==> src/rtl/tx_arb_ctrl.sv <==
// tx_arb_ctrl: four-way round-robin arbiter feeding an 8N1 serial transmitter.
// A grant latches the winner's byte, pulses its ack for one cycle and sends
// one frame on tx: start bit, eight data bits LSB first, then the stop bit.
// If a request is pending at the end of a stop bit, the next frame starts
// directly with no idle gap between frames.
module tx_arb_ctrl #(
  parameter int CLKS_PER_BIT = 16,
  parameter int NUM_REQ      = 4
) (
  input  logic                   clk,
  input  logic                   rst_n,
  input  logic [NUM_REQ-1:0]     req,
  input  logic [8*NUM_REQ-1:0]   req_data,
  output logic [NUM_REQ-1:0]     ack,
  output logic [1:0]             grant_id,
  output logic                   busy,
  output logic                   frame_done,
  output logic                   tx
);

  typedef enum logic [1:0] {IDLE, START, DATA, STOP} state_t;

  localparam logic [15:0] CNT_MAX = 16'(CLKS_PER_BIT - 1);

  state_t               state_q, state_d;
  logic [15:0]          cnt_q, cnt_d;
  logic [2:0]           bit_q, bit_d;
  logic [7:0]           shift_q, shift_d;
  logic [1:0]           grant_q, grant_d;
  logic [1:0]           last_q, last_d;
  logic [NUM_REQ-1:0]   ack_q, ack_d;
  logic                 busy_q, busy_d;
  logic                 frame_done_q, frame_done_d;
  logic                 tx_q, tx_d;
  logic                 grant_now;
  logic [2:0]           pick;

  // Returns {found, index}. The search starts one past the last winner, so
  // the last winner itself has the lowest priority. The loop runs from the
  // lowest priority up, so the highest-priority hit is the one that sticks.
  function automatic logic [2:0] rr_pick(input logic [NUM_REQ-1:0] r,
                                         input logic [1:0]         last);
    logic [1:0] idx;
    rr_pick = 3'b000;
    for (int k = 4; k >= 1; k--) begin
      idx = last + 2'(k);
      if (r[idx]) rr_pick = {1'b1, idx};
    end
  endfunction

  // Next-state logic: FSM sequencing, baud counter, arbitration and output values
  always_comb begin
    state_d   = state_q;
    cnt_d     = cnt_q + 16'd1;
    bit_d     = bit_q;
    shift_d   = shift_q;
    grant_d   = grant_q;
    last_d    = last_q;
    ack_d     = '0;
    busy_d    = busy_q;
    tx_d      = tx_q;
    grant_now = 1'b0;
    pick      = rr_pick(req, last_q);

    case (state_q)
      IDLE: begin
        cnt_d = '0;
        if (pick[2]) grant_now = 1'b1;
      end
      START: begin
        if (cnt_q == CNT_MAX) begin
          state_d = DATA;
          cnt_d   = '0;
          bit_d   = 3'd0;
          tx_d    = shift_q[0];
        end
      end
      DATA: begin
        if (cnt_q == CNT_MAX) begin
          cnt_d = '0;
          if (bit_q == 3'd7) begin
            state_d = STOP;
            tx_d    = 1'b1;
          end else begin
            shift_d = shift_q >> 1;
            tx_d    = shift_q[1];
            bit_d   = bit_q + 3'd1;
          end
        end
      end
      STOP: begin
        if (cnt_q == CNT_MAX) begin
          cnt_d = '0;
          if (pick[2]) begin
            grant_now = 1'b1;
          end else begin
            state_d = IDLE;
            busy_d  = 1'b0;
            tx_d    = 1'b1;
          end
        end
      end
      default: begin
        state_d = IDLE;
        cnt_d   = '0;
      end
    endcase

    // A grant takes priority over the state's own transition: the next frame's
    // start bit begins on the cycle right after the grant edge.
    if (grant_now) begin
      state_d          = START;
      cnt_d            = '0;
      shift_d          = req_data[{pick[1:0], 3'b000} +: 8];
      grant_d          = pick[1:0];
      last_d           = pick[1:0];
      ack_d[pick[1:0]] = 1'b1;
      busy_d           = 1'b1;
      tx_d             = 1'b0;
    end

    frame_done_d = (state_d == STOP) && (cnt_d == CNT_MAX);
  end

  // Control state and registered outputs; reset forces an idle line at once
  always_ff @(posedge clk or negedge rst_n) begin
    if (!rst_n) begin
      state_q      <= IDLE;
      cnt_q        <= '0;
      bit_q        <= '0;
      grant_q      <= '0;
      last_q       <= 2'd3;
      ack_q        <= '0;
      busy_q       <= 1'b0;
      frame_done_q <= 1'b0;
      tx_q         <= 1'b1;
    end else begin
      state_q      <= state_d;
      cnt_q        <= cnt_d;
      bit_q        <= bit_d;
      grant_q      <= grant_d;
      last_q       <= last_d;
      ack_q        <= ack_d;
      busy_q       <= busy_d;
      frame_done_q <= frame_done_d;
      tx_q         <= tx_d;
    end
  end

  // Data shift register; it is always loaded at a grant before it is used
  always_ff @(posedge clk) begin
    shift_q <= shift_d;
  end

  assign ack        = ack_q;
  assign grant_id   = grant_q;
  assign busy       = busy_q;
  assign frame_done = frame_done_q;
  assign tx         = tx_q;

endmodule
==> config.mk <==
export PLATFORM = sky130hd
export DESIGN_NAME = tx_arb_ctrl
export DESIGN_NICKNAME = d
export VERILOG_FILES = /design/src/rtl/tx_arb_ctrl.sv
export SDC_FILE = /design/constraint.sdc
export NUM_CORES = 1
export LEC_CHECK = 0
export CORE_MARGIN = 10
export CORE_UTILIZATION = 52
export CTS_CLUSTER_SIZE = 30
export DETAILED_ROUTE_END_ITERATION = 6
export PLACE_DENSITY = 0.9
export RECOVER_POWER = 25
export SYNTH_ARGS = -nofsm -noshare
export SYNTH_HDL_FRONTEND = slang
export SYNTH_SLANG_ARGS = --single-unit
==> constraint.sdc <==
create_clock -name clk -period 3.8 [get_ports clk]
set_clock_uncertainty 0.15 [all_clocks]
set_input_delay 0.95 -clock clk [delete_from_list [all_inputs] [get_ports clk]]
set_output_delay 0.95 -clock clk [all_outputs]
set_load 0.01 [all_outputs]
==> impl_results.md <==
* RSZ-0062 raised after global routing: no
* Failing checks: max-capacitance violations, max-slew violations
* Area grow syn2layout at 27.1%
* First-pass GRT wire length at between 9000 and 10,000 µm
* Port Buffers at 46
* Crit Path Class: input pin to register
* Number of synthesized flops with an enable pin at 8
* Critical Path Start Type: input pin
* Row count at 24
* Post-route ant nets at 0
* Via/cell ratio at 5.60
* Max VDD drop at between 0.3 and 0.4 mV
* Die area at 0.00771 mm²
* Antenna diode count at 0
* Setup_tns at 0 ps
* Tmin final at around 3200 ps
* Setup violators final at 0
* Ports at between 40 and 50
* Initial Util at between 50% and 60%
* CTS tree: yes
* Netlist Area Pre-Place at 0.00239 mm²
* Placed cell count at 338
* Drt pass-1 iters at 4
* Worst setup EP type: register
* Drt drc at 0
* Fin crit share at a little over four fifths
* PwrDens at 524 mW/mm²
* Synth warn at 0
* Post-synth top area share at roughly 30%
* CP Max Fanout at 9
* Cell count after synthesis at ~240
* Synth area leaders: dfrtp_1 30%, edfxtp_1 10%, mux2i_1 7.1%
* DR vias at around 1,900
* Slew headroom at -13.5%
* Post-synth net total at just under 300
* Min-Delay Path Class: register to register
* Vias in the first global route at approximately 2,100
* Leading area contributor after synthesis: dfrtp_1
* DR iter-0 viols at 185
* Core area at ~0.0044 mm²
* Fmax at between 0.3 and 0.4 GHz
* Final setup margin at between 600 and 700 ps
* Antenna violations before repair at 0
* Gr ovfl total at 0
* Worst-Margin Slew at approximately 1700 ps
* Fill cell count at roughly 320
* Die width at between 80 and 90 µm
* Max Cap Viol at 1
* #FFs+latches synth at 40
* Total track usage at around 16%
* Layout Cells excl Fill at 346
* DP Wirelength at between 4000 and 5000 µm
* CTS root buffer: clkbuf_8
* R2R Setup Slk at about 960 ps
* Worst hold slack at roughly 330 ps
* Layout cell share with drive strength beyond 1 at between 10 and 15%
* Overall Power at approximately 0.0016 W
* Pin count of the biggest net entering global routing at 33
* Clock transition at path regs at 80 ps
* Netlist cell types at approximately 50
* Outcome: complete, but fails checks
* Most used flip-flop cell after synthesis: dfrtp_1
* Worst EP arrival at roughly 3300 ps
* Detail-routed net length per standard cell at ~17 µm
* Post-CTS Setup Repair Bufs at 0
* CTS Hold Buffers Added at 0
* Top cells by count, synth: 30 x nor2_1, 29 x dfrtp_1, 23 x nand2_1, 17 x mux2i_1, 11 x xnor2_1
* Fraction of registers with async set/reset at between 80% and 90%
* Max clock buf depth at 2
* Req. time, crit path at roughly 4000 ps
* Final Max Slew Viols at 33
* Die height at 87.8 µm
* P_leak at 1.30 nW
* Final Wtd Congestion at between 0.8 and 0.9
* Post-place setup slack at about 340 ps
* Hold Vio Cnt, Final at 0
* Post-Syn Area per Cell at 9.84 µm²
* Sequential fraction of the synthesis area at 43.7%
* Total routed wirelength at 5880 µm
* Most frequent cell after synthesis: nor2_1
* CTS HTree Levels at 2
* Fin nets at 339
* CTS-repair resized insts at 0
* Clock sinks at 40
* Total CTS buffers at 5
* Worst-Skew Late Latency at between 300 and 400 ps
[per-stage QoR]
step	util (%)	instance area [µm²]
2_1_floorplan	-	2390
3_3_place_gp	66.3	2930
3_5_place_dp	66.3	2930
4_1_cts	68.9	3040
5_1_grt	68.8	3040
6_report	68.8	3040
[cells in the final DEF (no fill, tap or decap), types with 4 or more instances in the layout]
cell             Yosys  layout
clkdlybuf4s50_1      0      45
nor2_1              30      30
dfrtp_1             29      29
nand2_1             23      23
mux2i_1             17      17
xnor2_1             11      11
nand3_1              9       9
inv_1                8       8
mux2_2               8       8
ha_1                 8       8
edfxtp_1             8       8
o21ai_1              7       7
xor2_1               6       6
clkbuf_8             0       6
buf_4                1       6
a21oi_1              5       5
o21ai_0              6       5
nand2b_1             4       4
nor3_1               4       4
a22o_1               4       4
[critical path, stage by stage]
cell and delay (ps):
clkdlybuf4s50_1 450, nor4_1 510, nor3b_1 150, or3_1 480, nor2_1 190, nor4bb_1 310, and4_1 230
[metal layers]
| layer | track usage, % | vias up | routed length (µm) |
|---|---|---|---|
| met5 | 0 | - | 0 |
| met3 | 2.60 | 14 | 157 |
| met2 | 27.1 | 34 | 3080 |
| li1 | - | 959 | - |
| met4 | 8.99 | 0 | 201 |
| met1 | 18.2 | 930 | 2440 |
[path summary, 6_finish.rpt]
check | from | endpoint | cells past startpoint
min | cnt_q[0] | cnt_q[0] | 1
max reg2reg | cnt_q[11] | shift_q[3] | 6
max | req[1] | frame_done | 7
max in group asynchronous | rst_n | cnt_q[4] | 2
min in group asynchronous | rst_n | cnt_q[7] | 2
min reg2reg | cnt_q[0] | cnt_q[0] | 1
[power breakdown]
group          internal, W  switching, W
registers         0.000548     0.0000510
logic             0.000297      0.000346
clock network     0.000188      0.000161
[sequential cells by signal, indices dropped and copies added, names as in the netlist]
register / flops
cnt_q: 16
busy: 1
last_q: 2
state_q: 2
shift_q: 8
tx: 1
bit_q: 3
grant_id: 2
frame_done: 1
ack: 4
[cell families (layout without fill, tap and decap cells)]
kind of cell	after synthesis	in the layout	share of synthesized area (%)
compound gates	38	38	10.6
xor+xnor	17	17	6.23
fa+ha+maj	8	8	4.19
buf+inv	18	69	3.24
flops	40	40	43.7
mux	25	25	10.9
simple gates	97	97	21.1
[layout make-up]
type	instances	area, µm²	area share, %
Multi-Input combinational cell	185	1270	41.9
Sequential cell	40	1040	34.4
Timing Repair Buffer	53	509	16.8
Clock buffer	7	108	3.54
Tap cell	52	65.1	2.14
Inverter	8	30.0	0.988
Clock inverter	1	8.76	0.288
(Power assumes the default switching activity.)
